File: config.mk
export PLATFORM = sky130hd
export DESIGN_NAME = mul_seq_16
export DESIGN_NICKNAME = d
export VERILOG_FILES = /design/src/rtl/mul_seq_16.sv
export SDC_FILE = /design/constraint.sdc
export NUM_CORES = 1
export LEC_CHECK = 0
export CAP_MARGIN = 20
export CORE_MARGIN = 3
export CORE_UTILIZATION = 48
export DETAILED_ROUTE_END_ITERATION = 10
export GPL_TIMING_DRIVEN = 0
export PLACE_DENSITY_LB_ADDON = 0.12
export SLEW_MARGIN = 20
export SYNTH_ARGS = -nofsm -noshare
export SYNTH_HDL_FRONTEND = slang
export SYNTH_SLANG_ARGS = --single-unit
File: constraint.sdc
create_clock -name clk -period 2.7 [get_ports clk]
set_input_delay 0.27 -clock clk [delete_from_list [all_inputs] [get_ports clk]]
set_output_delay 0.27 -clock clk [all_outputs]
set_load 0.02 [all_outputs]
File: src/rtl/mul_seq_16.sv
// Sequential 16x16 -> 32-bit unsigned shift-and-add multiplier.
// One shared adder_16 is stepped over 16 clocks per operation.

module adder_16 (
  input  logic [15:0] a,
  input  logic [15:0] b,
  input  logic        cin,
  output logic [15:0] sum,
  output logic        cout
);
  assign {cout, sum} = 17'(a) + 17'(b) + 17'(cin);
endmodule

module mul_seq_16 (
  input  logic        clk,
  input  logic        rst_n,
  input  logic        start,
  input  logic [15:0] a,
  input  logic [15:0] b,
  output logic        busy,
  output logic        done,
  output logic [31:0] product
);
  typedef enum logic [1:0] {IDLE, CALC, DONE} state_t;

  state_t      state;
  logic [15:0] m;
  logic [15:0] p_hi;
  logic [15:0] q;
  logic [3:0]  cnt;
  logic [15:0] addend;
  logic [15:0] sum;
  logic        cout;
  logic [31:0] next_pq;

  assign addend  = q[0] ? m : '0;
  assign next_pq = {cout, sum, q[15:1]};

  adder_16 u_add (
    .a    (p_hi),
    .b    (addend),
    .cin  (1'b0),
    .sum  (sum),
    .cout (cout)
  );

  always_ff @(posedge clk or negedge rst_n) begin
    if (!rst_n) begin
      state   <= IDLE;
      busy    <= 1'b0;
      done    <= 1'b0;
      product <= '0;
      m       <= '0;
      p_hi    <= '0;
      q       <= '0;
      cnt     <= '0;
    end else begin
      case (state)
        IDLE, DONE: begin
          done <= 1'b0;
          if (start) begin
            m     <= a;
            q     <= b;
            p_hi  <= '0;
            cnt   <= '0;
            busy  <= 1'b1;
            state <= CALC;
          end else begin
            busy  <= 1'b0;
            state <= IDLE;
          end
        end
        CALC: begin
          // carry from the adder becomes bit 31 of the shifted {p_hi, q}
          {p_hi, q} <= next_pq;
          cnt       <= cnt + 4'd1;
          if (cnt == 4'd15) begin
            product <= next_pq;
            busy    <= 1'b0;
            done    <= 1'b1;
            state   <= DONE;
          end
        end
        default: begin
          busy  <= 1'b0;
          done  <= 1'b0;
          state <= IDLE;
        end
      endcase
    end
  end
endmodule

; Word-level counts from Yosys, hierarchy flattened
; Cells that the tools add are included.
[word_totals]
register_bits = 88
input_bits = 35
out_inout_bits = 34
elab_cells = 36
[classes]
addsub = 2
n_eq_ne = 5
muxes = 15
reduce_logical = 6
[ops]
columns = operator, count
row1 = case mux 16 bit (2 select lines), 2
row2 = two-way mux 16 bit, 3
row3 = adder 16 x 16 -> 17 bit, 1
row4 = case mux 4 bit (2 select lines), 1
row5 = AND reduction 2 bit, 3
row6 = two-way mux 1 bit, 5
row7 = adder 4 x 1 -> 4 bit (second input constant), 1
row8 = == test 4 bit (second input constant), 1
row9 = two-way mux 4 bit, 1
row10 = != test 2 bit (second input constant), 2
row11 = case mux 2 bit (2 select lines), 1
row12 = == test 2 x 1 -> 1 bit (second input constant), 1
row13 = == test 2 bit (second input constant), 1
row14 = zero test 2 bit, 1
row15 = two-way mux 2 bit, 1
row16 = case mux 1 bit (2 select lines), 1
row17 = nonzero test 2 bit, 1
row18 = OR reduction 2 bit, 1

; Logic depth before layout (Yosys ltp)
; Gate-level depths: netlist of run 1.
[depth]
word_depth = 4
ltp_mapped = 9
depth_no_buf = 8

; Cells and area by module
; From an unflattened synthesis of run 1, not the netlist that was laid out.
[hier_totals]
cells_unflattened = 320
area_unflattened_um2 = 4187.8
[modules_own_cells]
columns = mod, instances, cells_each, area_per_inst_um2, seq_area_each_um2
row1 = mul_seq_16, 1, 231, 3454.6, 2177.1
row2 = adder_16, 1, 89, 733.2, 0.0

; Least setup slack after synthesis of run 1
; OpenSTA, ideal clock, no wires.
[synth_timing]
path_type = register -> register
start = register q[0]
end = register product[31]
setup_time_ns = 0.125
t_arrival_ns = 2.491
required_ns = 2.575
slack_ns = 0.084
path_stages_with_launch = 10
n_path_buf = 1
synth_period_minus_slack_ns = 2.616
path_cell_list = dfrtp_1 clkbuf_1 and2_1 ha_1 fa_1 a211o_1 a21o_1 a211oi_4 o41ai_1 mux2_2
[synth_via]
elab_chain_len = 2
[synth_rtl]
columns = item, line
row1 = start: declaration, 29  ; logic [15:0] q;
row2 = start signal: assignment, 75  ; {p_hi, q} <= next_pq;
row3 = two-way mux 16 bit, 36  ; assign addend = q[0] ? m : '0;
row4 = adder 16 x 16 -> 17 bit, 11  ; assign {cout, sum} = 17'(a) + 17'(b) + 17'(cin);
row5 = end signal: assignment, 78  ; product <= next_pq;
row6 = end: declaration, 22  ; output logic [31:0] product
; Every way passes these cells.
; A chain may end at the register's enable or synchronous reset.

; Worst setup path after layout of run 1
; Ends and elaborated chain as after synthesis.

==> results of run 1 <==
## power by group through the flow
stage | registers [W] | logic [W] | clock network (W)
finish | 0.00229 | 0.00346 | 0.000908
global route | 0.00236 | 0.00385 | 0.000991
CTS | 0.00228 | 0.00342 | 0.000931
detailed placement | 0.00230 | 0.00328 | 0
global placement | 0.00229 | 0.00321 | 0
floorplan | 0.00248 | 0.00201 | 0
## cell families after synthesis
group                    synth area share
multiplexers                       0.0187
AND/OR/NAND/NOR                     0.225
adder cells (fa/ha/maj)            0.0543
buffers and inverters              0.0274
flip-flops                          0.508
AO/OA/AOI/OAI                       0.144
XOR/XNOR                           0.0225
## registers in the layout (all words and copies together), names as in the netlist
signal,cells
busy,1
cnt,4
m,16
p_hi,16
product,32
q,16
state,2
## cell type report
class / count / area share
multi-input combinational: 349 / 0.374
timing repair buffer: 75 / 0.140
inverter: 3 / 0.00208
clock inverter: 3 / 0.00807
buffer: 26 / 0.0226
sequential: 87 / 0.402
tap: 105 / 0.0242
clock buffer: 12 / 0.0268
## synthesized netlist by cell type (all sizes together)
library cell	count	area share
nor3	2	0.0023
o21ai	13	0.015
nor2	10	0.0088
o22ai	1	0.0015
or4	2	0.0035
and2	17	0.025
o41ai	1	0.0020
xnor2	7	0.014
nand2b	5	0.0073
o311ai	1	0.0020
clkbuf	21	0.019
mux2i	2	0.0047
o2111ai	2	0.0041
dfrtp	87	0.51
and4	1	0.0020
and3	2	0.0041
o211a	1	0.0023
ha	17	0.050
inv	3	0.0026
a211oi	7	0.015
a21o	6	0.011
a22o	12	0.025
nor2b	3	0.0044
or2	1	0.0015
nand4	5	0.0073
o31ai	2	0.0035
a211o	1	0.0020
a22oi	18	0.032
a2111oi	1	0.0035
fa	1	0.0047
nand2	169	0.15
xor2	4	0.0082
nand3	10	0.012
buf	5	0.0058
a31oi	3	0.0044
mux2	5	0.014
o211ai	2	0.0035
a21oi	15	0.018
## through the flow
stage,hold slack (ns),TNS [ns],utilization
finish,0.418,0,0.641
CTS,0.414,0,0.638
global placement,0.451,-163.99,0.603
detailed placement,0.295,-2.45,0.606
floorplan,-0.0256,0,-
global route,0.422,0,0.641
## how the worst max path moves through the flow
stage / to / start / cells after the start
2_1_floorplan: product[31] / q[0] / 9
3_3_place_gp: product[11] / rst_n / 1
3_5_place_dp: product[31] / q[0] / 9
4_1_cts: product[31] / q[0] / 9
5_1_grt: product[31] / q[0] / 10
6_report: product[31] / q[0] / 10
## per-layer routing
layer,global-route usage,wire (um),vias to the layer above
met3,0.0505,464,15
li1,-,-,1753
met4,0.0725,158,0
met1,0.310,5040,1711
met5,0,0,-
met2,0.330,4680,84
## repair_timing
item / CTS / global route
setup buffers: 4 / 1
hold endpoints to repair: 39 / 0
gates cloned: 0 / 0
setup endpoints to repair: 10 / 8
hold buffers: 1 / 0
pin swaps: 5 / 5
gates resized for setup: 10 / 8
==> reports/results.tsv, run 1 <==
metric	value	unit
status	complete, no violations	
fp.dieH	101	um
layout_min_cycle_time	2.62	ns
grt_max_degree	49	
clock_tree.buffer_depth	2	
power	0.00666	W
ios	69	
cp_max_fo	10	
dp_hpwl	7.25	mm
ys_seq_elements	87	
ir_drop	0.000501	V
num_rows	33	
cts_buffers	9	
drive_gt1_frac	0.0865	
p_leak	2.64	nW
slew_headroom	0.592	
synth_cell_types	45	
final_area	5420	um2
cts_root_buf	clkbuf_8	
skew	0.0130	ns
hold_viol	0	
rsz0062_at_grt	no	
wl	10.3	mm
final_cell_mix	nand2_1, dfrtp_1, clkdlybuf4s50_1	
syn_area	4290	um2
p_seq_frac	0.344	
crit_family	compound AO/OA/AOI/OAI gates	
dp_slack	-0.409	ns
syn_avg_cell_area	9.22	um2
cp.buffers_inverters	2	
crit_slowest_cell	dfrtp_2	
fin_ws	0.0812	ns
crit_path_start_kind	flip-flop	
synthCells	465	
start_util	0.507	
dp.cells	639	
power.internal	0.00389	W
grt_pass1_vias	3566	
max_freq	382	MHz
drv_cap	0	
max_slew.worst_pin.slew	0.610	ns
portBuffers	68	
hold_class	input pin to async pin	
drt_pass1_iterations	4	
crit_arrival	2.88	ns
setup_viol	0	
r2r_cells	10	
fin_cells	660	
reg2reg_from	q[0]	
antenna_found_initial	0	
p_sw	0.00277	W
ant_nets	0	
via_count	3563	
r2r_setup_slack	0.08	ns
grt.total_usage	0.218	
path_clk_slew	0.09	ns
place_congestion	0.865	
gr-total-overflow	0	
critPathCaptureType	flip-flop	
wire_per_inst	15.7	um
remaining_drc_errors	0	
worst_skew_pair.late_latency	0.37	ns
cts_sinks	87	
core_area	8460	um2
grt_pass1_wl	17.3	mm
n_fill_cell	718	
final_common_cell	nand2_1	
synth_nets	518	
crit_chain	buf_8 -> and2_4 -> ha_4 -> fa_2 -> a211o_1 -> a21o_1 -> a211oi_4 -> buf_6 -> o41ai_2 -> mux2_2	
rr_endpoint	product[31]	
comb_power_share	0.520	
area_growth	26.5	%
yosysWarnings	0	
period_share	0.970	
report.final.slew_viol_count	0	
slowest_delay	0.43	ns
yosysSeqAreaShare	0.508	
cp.required	2.96	ns
placed_area	5130	um2
multi_input_area	2030	um2
seq_area	2180	um2
p_per_area	1230	nW/um2
cts_tree	built	
via_per_inst	5.40	
p_sw_frac	0.416	
drt_iter0_drc	170	
dieWidth	101	um
antenna_cells	0	
nets	604	
h-tree-depth	3	
dieArea	10100	um2
critPathKind	flip-flop to flip-flop	
p_clk_frac	0.136	
Note: power is estimated with default switching activity, not from simulation.
==> inputs of run 2 (changes only) <==
--- a/config.mk
+++ b/config.mk
@@ -6,7 +6,7 @@
 export NUM_CORES = 1
 export LEC_CHECK = 0
 export CAP_MARGIN = 20
-export CORE_MARGIN = 3
+export CORE_MARGIN = 8
 export CORE_UTILIZATION = 48
 export DETAILED_ROUTE_END_ITERATION = 10
 export GPL_TIMING_DRIVEN = 0
==> reports/results.tsv, run 2 (synthesized netlist as in run 1, its figures left out) <==
metric	value	unit	change
report.final.slew_viol_count	0		unchanged
multi_input_area	2030	um2	-0.19%
fp.dieH	111	um	+9.9%
cts_buffers	9		unchanged
critPathKind	flip-flop to flip-flop		
drive_gt1_frac	0.0899		+0.00344
p_seq_frac	0.341		-0.003
setup-tns-final	0	ns	unchanged
p_per_area	1230	nW/um2	+0.46%
dp_slack	-0.448	ns	-0.0390 ns
dieArea	12200	um2	+21%
antenna_found_initial	0		unchanged
crit_arrival	2.93	ns	+0.05 ns
largest_register	product		
comb_power_share	0.513		-0.007
max_slew.worst_pin.slew	0.606	ns	-0.00407 ns
drt_iter0_drc	135		-21%
p_clk_frac	0.146		+0.010
wire_per_inst	16.2	um	+3.2%
drv_cap	0		unchanged
remaining_drc_errors	0		unchanged
cts_root_buf	clkbuf_8		
slew_headroom	0.592		about the same
largest_reg_flops	32		unchanged
p_sw_frac	0.425		+0.00910
max_freq	373	MHz	-2.2%
p_leak	2.63	nW	-0.12%
area_growth	26.8	%	
ant_nets	0		unchanged
seq_area	2180	um2	unchanged
via_count	3576		+0.36%
final_cell_mix	nand2_1, dfrtp_1, clkdlybuf4s50_1		
start_util	0.494		-0.0125
portBuffers	68		unchanged
ir_drop	0.000538	V	+7.3%
cts_tree	built		
gr-total-overflow	0		unchanged
grt_pass1_vias	3608		+1.2%
clock_tree.buffer_depth	2		unchanged
power.internal	0.00386	W	-0.83%
period_share	0.992		+0.0218
final_common_cell	nand2_1		
crit_path_start_kind	flip-flop		
fin_cells	664		+0.61%
critPathCaptureType	flip-flop		
cp_max_fo	10		unchanged
via_per_inst	5.39		-0.24%
status	complete, no violations		
core_area	8680	um2	+2.5%
layout_min_cycle_time	2.68	ns	+0.0587 ns
hold_class	input pin to async pin		
crit_slowest_cell	dfrtp_2		
grt.total_usage	0.177		-0.0412
dp_hpwl	7.75	mm	+6.9%
grt_pass1_wl	17.9	mm	+3.6%
hold_viol	0		unchanged
grt_max_degree	55		+12%
cp.required	2.95	ns	about the same
num_rows	34		+3.0%
dieWidth	111	um	+9.9%
setup_viol	0		unchanged
h-tree-depth	3		unchanged
holdWs	0.398	ns	-0.0202 ns
dp.cells	642		+0.47%
drt_pass1_iterations	4		unchanged
place_congestion	0.849		-1.9%
n_fill_cell	780		+8.6%
p_sw	0.00285	W	+2.9%
slowest_delay	0.45	ns	+0.02 ns
cts_sinks	87		unchanged
crit_chain	buf_8 -> and2_4 -> ha_4 -> fa_2 -> a211o_1 -> a21o_1 -> a211oi_4 -> o41ai_2 -> mux2_4		
ios	69		unchanged
nets	604		unchanged
antenna_cells	0		unchanged
path_clk_slew	0.09	ns	about the same
skew	0.0171	ns	+0.00402 ns
worst_skew_pair.late_latency	0.37	ns	about the same
wl	10.7	mm	+3.8%
fin_ws	0.0225	ns	-0.0587 ns
==> run 2: area by class of cell <==
type	count	area share
clock buffer	9	0.0228
timing repair buffer	75	0.138
sequential	87	0.401
buffer	26	0.0216
inverter	3	0.00207
clock inverter	7	0.0170
multi-input combinational	349	0.373
tap	108	0.0248
==> run 2: power groups by stage <==
stage                     logic [W]  clock network [W]  registers, W
after floorplan             0.00201                  0       0.00248
after global placement      0.00324                  0       0.00229
after detailed placement    0.00333                  0       0.00232
after CTS                   0.00344           0.000995       0.00228
after global routing        0.00382            0.00104       0.00237
final                       0.00344           0.000978       0.00229
==> run 2: critical path, delay by kind of cell (launching register included) <==
kind / cells / cell delay (ns)
buf+inv: 1 / 0.15
compound gates: 4 / 1.04
flops: 1 / 0.45
mux: 1 / 0.28
fa+ha+maj: 2 / 0.50
simple gates: 1 / 0.14
==> run 2: timing repair <==
item,4_1_cts,5_1_grt
setup buffers,5,0
setup endpoints to repair,15,7
endpoints found under the hold margin,33,0
hold buffers,1,0
pin swaps,6,6
resized for setup,7,5
==> run 2: metrics by stage <==
step / instance area (um2) / total power, W / util
2_1_floorplan: 4290 / 0.00450 / -
3_3_place_gp: 5100 / 0.00553 / 0.588
3_5_place_dp: 5130 / 0.00564 / 0.591
4_1_cts: 5420 / 0.00671 / 0.624
5_1_grt: 5440 / 0.00723 / 0.627
6_report: 5440 / 0.00671 / 0.627
==> run 2: per-layer routing <==
layer  GRT usage  routed length [um]  vias to the layer above
met5           0                   0                        -
met4      0.0703                 237                        0
met3      0.0406                 486                       18
met2       0.281                4950                       90
met1       0.227                5060                     1713
li1            -                   -                     1755
==> run 2: final timing paths <==
path,start,to,slack [ns],depth (start not counted)
min reg2reg,m[2],m[2],0.48,2
max in group asynchronous,rst_n,cnt[1],1.69,3
min,rst_n,product[23],0.40,2
max reg2reg,q[0],product[31],0.02,9
max,q[0],product[31],0.02,9
min in group clk,a[8],m[8],0.43,3
